===== config.mk =====
export PLATFORM = sky130hd
export DESIGN_NAME = brick_memory
export DESIGN_NICKNAME = d
export VERILOG_FILES = /design/src/rtl/brick_pkg.sv /design/src/rtl/brick_refill_ctrl.sv /design/src/rtl/brick_memory.sv
export SDC_FILE = /design/constraint.sdc
export NUM_CORES = 2
export LEC_CHECK = 0
export ABC_AREA = 1
export ABC_CLOCK_PERIOD_IN_PS = 4420
export CORE_UTILIZATION = 35
export DETAILED_ROUTE_END_ITERATION = 8
export PLACE_DENSITY = 0.59
export RECOVER_POWER = 25
export SLEW_MARGIN = 25
export SYNTH_ARGS = -nofsm -noshare
export SYNTH_HDL_FRONTEND = slang
export SYNTH_HIERARCHICAL = 1
export SYNTH_SLANG_ARGS = --single-unit

===== constraint.sdc =====
create_clock -name clk -period 4.42 [get_ports clk]
set_input_delay 0.884 -clock clk [delete_from_list [all_inputs] [get_ports clk]]
set_output_delay 0.884 -clock clk [all_outputs]
set_load 0.02 [all_outputs]

===== src/rtl/brick_pkg.sv =====
// Shared brick-field constants, refill FSM state type and the pixel-to-brick index mapping.
package brick_pkg;

  localparam int         BRICKX      = 32;
  localparam int         BRICKY      = 16;
  localparam int         COLS        = 20;
  localparam int         ROWS        = 8;
  localparam int         HEALTH_W    = 2;
  localparam logic [1:0] INIT_HEALTH = 2'd3;

  typedef enum logic {
    S_IDLE = 1'b0,
    S_FILL = 1'b1
  } refill_state_t;

  typedef struct packed {
    logic       in_range;
    logic [7:0] idx;
  } brick_loc_t;

  // Range check happens before the row*cols product is used, so idx never wraps.
  function automatic brick_loc_t pix_to_idx(input logic [9:0] x, input logic [9:0] y,
                                            input int lx, input int ly,
                                            input int cols, input int rows);
    brick_loc_t loc;
    logic [9:0] col;
    logic [9:0] row;
    int         lin;
    col = x >> lx;
    row = y >> ly;
    loc.in_range = (int'(col) < cols) && (int'(row) < rows);
    lin = int'(row) * cols + int'(col);
    loc.idx = loc.in_range ? 8'(lin) : 8'd0;
    return loc;
  endfunction

endpackage


===== src/rtl/brick_refill_ctrl.sv =====
// Level refill sequencer: walks a write pointer across every brick, one per cycle.
module brick_refill_ctrl #(
  parameter int N_BRICKS = 160
) (
  input  logic       clk,
  input  logic       resetn,
  input  logic       start,
  output logic       busy,
  output logic       wr_en,
  output logic [7:0] wr_idx,
  output logic       done
);
  import brick_pkg::*;

  localparam logic [7:0] LAST = 8'(N_BRICKS - 1);

  refill_state_t state;
  logic [7:0]    ptr;

  always_ff @(posedge clk or negedge resetn) begin
    if (!resetn) begin
      state <= S_IDLE;
      ptr   <= 8'd0;
    end else begin
      case (state)
        S_IDLE: begin
          if (start) begin
            state <= S_FILL;
            ptr   <= 8'd0;
          end
        end
        S_FILL: begin
          if (ptr == LAST) begin
            state <= S_IDLE;
            ptr   <= 8'd0;
          end else begin
            ptr <= ptr + 8'd1;
          end
        end
        default: state <= S_IDLE;
      endcase
    end
  end

  assign busy   = (state == S_FILL);
  assign wr_en  = busy;
  assign wr_idx = ptr;
  assign done   = busy && (ptr == LAST);

endmodule


===== src/rtl/brick_memory.sv =====
// Brick-field state: per-brick health, query port for the ball FSM, dual hit ports, refill.
module brick_memory #(
  parameter int         BRICKX      = brick_pkg::BRICKX,
  parameter int         BRICKY      = brick_pkg::BRICKY,
  parameter int         COLS        = brick_pkg::COLS,
  parameter int         ROWS        = brick_pkg::ROWS,
  parameter logic [1:0] INIT_HEALTH = brick_pkg::INIT_HEALTH
) (
  input  logic       clk,
  input  logic       resetn,
  input  logic [9:0] memx,
  input  logic [9:0] memy,
  output logic [9:0] brickx,
  output logic [9:0] bricky,
  output logic [1:0] health,
  input  logic       hit_1,
  input  logic [9:0] col_x1,
  input  logic [9:0] col_y1,
  input  logic       hit_2,
  input  logic [9:0] col_x2,
  input  logic [9:0] col_y2,
  input  logic       refill_go,
  output logic       busy,
  output logic [7:0] bricks_left,
  output logic       all_clear
);
  import brick_pkg::*;

  localparam int         LX    = $clog2(BRICKX);
  localparam int         LY    = $clog2(BRICKY);
  localparam int         NB    = COLS * ROWS;
  localparam logic [9:0] XMASK = 10'(~(BRICKX - 1));
  localparam logic [9:0] YMASK = 10'(~(BRICKY - 1));

  logic [HEALTH_W-1:0] mem [NB];

  brick_loc_t          q_loc, h1_loc, h2_loc;
  logic [HEALTH_W-1:0] cur1, cur2;
  logic                dec1, dec2, same_idx, zero1, zero2;
  logic                wr_en, done;
  logic [7:0]          wr_idx;

  brick_refill_ctrl #(.N_BRICKS(NB)) u_refill (
    .clk    (clk),
    .resetn (resetn),
    .start  (refill_go),
    .busy   (busy),
    .wr_en  (wr_en),
    .wr_idx (wr_idx),
    .done   (done)
  );

  assign q_loc  = pix_to_idx(memx, memy, LX, LY, COLS, ROWS);
  assign h1_loc = pix_to_idx(col_x1, col_y1, LX, LY, COLS, ROWS);
  assign h2_loc = pix_to_idx(col_x2, col_y2, LX, LY, COLS, ROWS);

  assign cur1     = mem[h1_loc.idx];
  assign cur2     = mem[h2_loc.idx];
  assign dec1     = hit_1 && h1_loc.in_range && (cur1 != '0) && !busy;
  assign dec2     = hit_2 && h2_loc.in_range && (cur2 != '0) && !busy;
  assign same_idx = (h1_loc.idx == h2_loc.idx);
  // Both ports on one brick collapse to a single decrement, so count that 1->0 only once.
  assign zero1    = dec1 && (cur1 == 2'd1);
  assign zero2    = dec2 && (cur2 == 2'd1) && !(dec1 && same_idx);

  always_ff @(posedge clk or negedge resetn) begin
    if (!resetn) begin
      for (int i = 0; i < NB; i++) mem[i] <= INIT_HEALTH;
    end else if (wr_en) begin
      mem[wr_idx] <= INIT_HEALTH;
    end else begin
      if (dec1) mem[h1_loc.idx] <= cur1 - 2'd1;
      if (dec2) mem[h2_loc.idx] <= cur2 - 2'd1;
    end
  end

  always_ff @(posedge clk or negedge resetn) begin
    if (!resetn) begin
      brickx <= 10'd0;
      bricky <= 10'd0;
      health <= 2'd0;
    end else begin
      brickx <= q_loc.in_range ? (memx & XMASK) : 10'd0;
      bricky <= q_loc.in_range ? (memy & YMASK) : 10'd0;
      health <= (q_loc.in_range && !busy) ? mem[q_loc.idx] : 2'd0;
    end
  end

  always_ff @(posedge clk or negedge resetn) begin
    if (!resetn) begin
      bricks_left <= 8'(NB);
    end else if (done) begin
      bricks_left <= 8'(NB);
    end else begin
      bricks_left <= bricks_left - {7'd0, zero1} - {7'd0, zero2};
    end
  end

  assign all_clear = (bricks_left == 8'd0) && !busy;

endmodule


# After elaboration in Yosys (flattened, before gate mapping)
# Index checks and enable logic that the tools add are counted.
[word_totals]
word_cells = 259
ff_bits = 359
[classes]
n_bitwise = 6
n_mux = 34
n_addsub = 8
n_lt_le_gt_ge = 13
reduce_logical = 24
eq_ne = 5
multipliers = 3
[op_table]
columns = ["cell", "count"]
rows = [
  ["$mux 320", 4],
  ["$bwmux 320", 2],
  ["$or 320x320->320", 1],
  ["$bmux 2 s8", 3],
  ["$demux 2 s8", 3],
  ["$mux 8", 6],
  ["$ge 9x9->1 const B", 4],
  ["$not 8->9", 4],
  ["$lt 9x1->1 const B", 3],
  ["$add 8x5->8", 3],
  ["$mux 10", 2],
  ["$mux 2", 10],
  ["$logic_and 1x1->1", 19],
  ["$lt 6x4->1 const B", 3],
  ["$mul 6x3->6 const B", 3],
  ["$pmux 8 s2", 1],
  ["$sub 8x1->8", 2],
  ["$lt 5x5->1 const B", 3],
  ["$add 8x1->8 const B", 1],
  ["$eq 8x8->1", 1],
  ["$eq 8x8->1 const B", 1],
  ["$logic_not 8->1", 1],
  ["$eq 2x1->1 const B", 2],
  ["$reduce_bool 2->1", 2],
  ["6 further kinds", 9],
]

# Depth between registers and ports, before layout
[depth]
word_depth = 15
depth_mapped = 36
ltp_nobuf = 35

# By module
# Netlist, hierarchy kept.
[by_module_without_submodules]
columns = ["mod", "instances", "cells_per_inst", "seq_area_each_um2", "area_per_inst_um2"]
rows = [
  ["brick_memory", 1, 6041, 8936.1, 34161.5],
  ["brick_refill_ctrl", 1, 63, 225.2, 508.0],
]

# Worst setup path after synthesis
# Ideal clock, no wire load.
[synth_timing]
kind = "input to register"
start = "input port col_y2[5]"
end = "register bricks_left[7]"
path_stages = 25
setup_slack_ps = -1149
arrival_ps = 5508
t_required_ps = 4359
cell_sequence = "ha_1 -> ha_1 -> inv_1 -> fa_1 -> or2_2 -> nand3_1 -> inv_1 -> nand3_1 -> nor2_1 -> a21oi_4 -> buf_6 -> buf_2 -> nand3_1 -> ha_1 -> nor4_1 -> nand3_1 -> fa_1 -> inv_1 -> ha_1 -> or4_1 -> nor2_1 -> nand2_1 -> nor3_1 -> nor2_1 -> nand2_1"
[synth_between]
elab_chain_cells = 14
[synth_lines]
columns = ["element", "line_no", "text"]
rows = [
  ["start: declaration", "brick_memory.sv:21", "input logic [9:0] col_y2,"],
  ["$mul 6x3->6 / $lt 6x4->1 (equally long branches)", "brick_pkg.sv:32, brick_pkg.sv:31", ""],
  ["$add 8x5->8 / $logic_and 1x1->1 (equally long branches)", "brick_pkg.sv:32, brick_pkg.sv:31", ""],
  ["$mux 8", "brick_pkg.sv:33", "loc.idx = loc.in_range ? 8'(lin) : 8'd0;"],
  ["$not 8->9 (implied by the code)", "brick_memory.sv:58", "assign cur2 = mem[h2_loc.idx];"],
  ["$bmux 2 s8", "brick_memory.sv:58", ""],
  ["$mux 2 (implied by the code) (2 in a row)", "brick_memory.sv:58", ""],
  ["$reduce_bool 2->1", "brick_memory.sv:60", "assign dec2 = hit_2 && h2_loc.in_range && (cur2 != '0) && !busy;"],
  ["$logic_and 1x1->1 (2 in a row)", "brick_memory.sv:60", ""],
  ["$logic_and 1x1->1", "brick_memory.sv:64", "assign zero2 = dec2 && (cur2 == 2'd1) && !(dec1 && same_idx);"],
  ["$logic_and 1x1->1 *", "brick_memory.sv:64", ""],
  ["$sub 8x1->8 *", "brick_memory.sv:95", "bricks_left <= bricks_left - {7'd0, zero1} - {7'd0, zero2};"],
  ["$mux 8 *", "brick_memory.sv:92", "end else if (done) begin"],
  ["end signal: assignment", "brick_memory.sv:91", "bricks_left <= 8'(NB);"],
  ["end signal: assignment", "brick_memory.sv:93", "bricks_left <= 8'(NB);"],
  ["end signal: assignment", "brick_memory.sv:95", ""],
  ["end: declaration", "brick_memory.sv:24", "output logic [7:0] bricks_left,"],
]
# Every way passes the cells marked *; elsewhere a longest branch is shown, timed or not. The select of a mux whose other input is x is not followed.
# A chain may end at the register's enable or synchronous reset.

# Worst setup path after layout
[layout_timing]
start = "input port col_x1[7]"
end = "register bricks_left[7]"
[layout_between]
elab_chain_cells = 15
[layout_lines]
columns = ["element", "line_no", "text"]
rows = [
  ["start: declaration", "brick_memory.sv:17", "input logic [9:0] col_x1,"],
  ["parallel branches: the longest is 13 deep, another holds $add 8x5->8", "--", ""],
  ["$sub 8x1->8 *", "brick_memory.sv:95", ""],
  ["$mux 8 *", "brick_memory.sv:92", ""],
]
# Every way passes the cells marked *. The select of a mux whose other input is x is not followed.

==> flow_summary_export.csv <==
group,metric,value,unit
run_status,status,"finished, violations left",
run_status,violations,"design-rule violations, max-capacitance violations, max-slew violations, negative setup slack",
yosys,synthAdderAreaFrac,1.45,%
critical_path,critPathArrivalTime,5.68,ns
critical_path,critPathCaptureType,"register",
yosys,synth_warnings,6,
yosys,synth_ff_type,"dfstp_2",
yosys,synth_area,0.0347,mm²
final_layout,design_area,0.0502,mm²
yosys,yosys.area_share.simple,35.7,%
timing,fin_crit,5.06,ns
routing,dr.pass1.iters,9,
yosys,synth.distinct_cells,47,
floorplanning,die_h,317,µm
flow_run,maxCapViolCount,1,
timing,worst_clock_skew,0.0326,ns
yosys,synth-compound-area-share,24.0,%
final_layout,multiInputGateArea,0.0240,mm²
yosys,synth_top_area_share,24.4,%
power_and_ir_drop,pwr-share-clk,15.2,%
cts,clockBufferDepth,3,
critical_path,critPathSlowestCell,"fa_2",
floorplanning,die-area,0.100,mm²
placed_design,dpl-instance-area,0.0458,mm²
yosys,yosysSeqAreaShare,26.4,%
yosys,synthMuxAreaShare,0,%
yosys,ys_async_sr_fraction,100,%
power_and_ir_drop,report.power.total,28.5,mW
timing,setup_viol,166,
timing,period_share,114,%
yosys,synth_xor_area_share,0.354,%
timing,slew_violations,93,
timing,worst_pin_slew,3.11,ns
final_layout,register_area,0.00917,mm²
yosys,yosys_register_bits,350,
routing,vias,48818,
power_and_ir_drop,leakagePower,23.3,nW
timing,slew_headroom,-107,%
critical_path,r2r_slack,0.04,ns
cts,cts-htree-levels,2,
timing,whs,0.503,ns
routing,drc_errors,20,
floorplanning,coreArea,0.0983,mm²
global_route,grt_overflow,0,
final_layout,syn_to_final_growth,44.7,%
placed_design,dp_hpwl,154,mm
routing,antenna_left,0,
floorplanning,rows,115,
cts,root_buffer,"clkbuf_16",
placed_design,dp_cells,8040,
routing,drt_iter0_markers,7205,
power_and_ir_drop,switching_power,13.6,mW
routing,wl,224,mm
floorplanning,fp.dieW,317,µm
cts,cts_buffers,51,
final_layout,final-instance-count-excl-fill,8262,
cts,cts.sinks,350,
routing,avgViaCountPerCell,5.91,
critical_path,slowest_delay,0.66,ns
power_and_ir_drop,vdd_drop_max,451,µV
cts,clk_latency,0.68,ns
yosys,synthCells,6104,
global_route,antenna_found_initial,6,
final_layout,final_nets,7028,
final_layout,postLayoutCoreUtil,51.0,%
global_route,grt_pass1_vias,44107,
cts,cts_hold_buf,0,
critical_path,path_class,"in2reg",
critical_path,worstPathMaxFanout,6,
yosys,synth-edff-count,0,
power_and_ir_drop,power_density,568,mW/mm²
cts,clkSlewWorstSetupHoldPaths,0.06,ns
critical_path,cp_data_required_time,5.04,ns
placed_design,portBuffers,60,
critical_path,start_kind,"input port",
power_and_ir_drop,swShare,47.7,%
yosys,synth.avg_cell_area,5.68,µm²
final_layout,fill_cells,10007,
worst_hold_path,hp-class,"reg2reg",
yosys,synth_area_leaders,"dfstp_2 24%, nand2_1 22%, o21ai_0 12%",
yosys,synth_largest_area_cell,"dfstp_2",
timing,setup_ws,-0.637,ns
floorplanning,start_util,35.3,%
global_route,track_usage,43.4,%
cts,cts_tree,"done",
floorplanning,io_pins,97,
placed_design,gp_congestion,1.09,
yosys,synth_top_family_by_area,"simple AND/OR/NAND/NOR gates",
global_route,grt_pass1_wl,314,mm
final_layout,layout-drive-gt1-share,29.2,%
routing,routedWlPerCell,27.1,µm
global_route,grt_max_degree,161,
power_and_ir_drop,combPwrFrac,59.6,%
power_and_ir_drop,seqPwrFrac,25.2,%
timing,grt_setup_unrepaired,"yes",
timing,fmax,0.198,GHz
timing,hold_violations,0,
power_and_ir_drop,power.internal,14.9,mW
final cells by class:
cell class | instances | share of cell area (%)
multi-input combinational | 4704 | 47.9
timing repair buffer | 1132 | 21.9
sequential | 350 | 18.3
inverter | 687 | 5.37
tap | 1287 | 3.21
clock buffer | 80 | 2.98
clock inverter | 12 | 0.309
antenna | 9 | 0.0449
timing repair inverter | 1 | 0.0125
repair_timing:
action	CTS	global route
gates cloned	9	1
pin swaps	106	162
hold endpoints to repair	0	0
resized for setup	273	361
setup endpoints to repair	328	327
buffers inserted	50	65
placed cells by master (no fill, tap or decap), types with 12 or more instances in the layout:
cell type and n:
a21oi_1 478, a21oi_2 40, buf_12 141, buf_4 829, buf_6 75, buf_8 18
clkbuf_1 19, clkbuf_16 52, clkdlybuf4s50_1 39, clkinv_1 37, conb_1 12, dfrtp_1 27
dfstp_2 322, ha_1 13, ha_4 12, inv_1 556, inv_2 66, nand2_1 1932
nand2_2 61, nand2_4 13, nand3_1 223, nand4_1 181, nor2_1 345, nor2_2 38
nor2_4 214, o211ai_1 42, o21ai_0 671, o21ai_1 165, o21ai_2 15, o22ai_1 124
cells by family after synthesis:
family | Yosys count
other | 1
buffers and inverters | 1061
XOR/XNOR | 14
AND/OR/NAND/NOR | 3057
adder cells (fa/ha/maj) | 36
AO/OA/AOI/OAI | 1585
flip-flops | 350
critical path: cells and delay by family:
family	cells	cell delay, ns
AOI/OAI and AO/OA	2	0.30
adders and majority gates	5	1.64
buffers and inverters	4	0.42
and+or+nand+nor	21	2.43
state kept, by name, summed over array words and instances, names as in the netlist:
name	count
health	2
bricky	6
bricks_left	8
mem	320
u_refill/busy	1
brickx	5
u_refill/wr_idx	8
power by group through the flow:
stage          clock network, mW  registers (mW)  logic (mW)
2_1_floorplan                  0            6.93        7.22
3_3_place_gp                   0            7.12        15.8
3_5_place_dp                   0            7.11        15.8
4_1_cts                     4.35            7.11        16.1
5_1_grt                     4.47            7.33        17.9
6_report                    4.33            7.20        17.0
routing by layer:
layer	vias up	global-route usage [%]	share of wire, %
met4	4	32.2	8.7
met5	-	0	0.012
met2	3575	59.3	39
li1	21594	-	-
met1	22774	56.2	38
met3	871	14.6	14
through the flow:
step                      worst slack, ns  setup TNS [ns]
after global routing               -0.839          -47.56
after detailed placement            -2.45         -391.25
after floorplan                    -0.809          -19.14
after global placement              -2.41         -375.00
final                              -0.637          -11.18
after CTS                          -0.532           -1.48
cell usage after synthesis (all sizes together), types with 42 or more instances:
| cell | count |
|---|---|
| inv | 602 |
| nor2 | 597 |
| nand3 | 243 |
| nand2 | 2012 |
| o211ai | 42 |
| clkbuf | 242 |
| dfstp | 322 |
| nand4 | 181 |
| o22ai | 126 |
| a21oi | 520 |
| buf | 132 |
| clkinv | 85 |
| o21ai | 854 |
final timing paths:
check,start,end,cells past startpoint
min in group asynchronous,resetn,mem[278],1
min reg2reg,bricks_left[5],bricks_left[5],2
min,bricks_left[5],bricks_left[5],2
max,col_x1[7],bricks_left[7],32
max reg2reg,mem[174],bricks_left[7],25
max in group asynchronous,resetn,u_refill/busy,2
(Power assumes the default switching activity.)
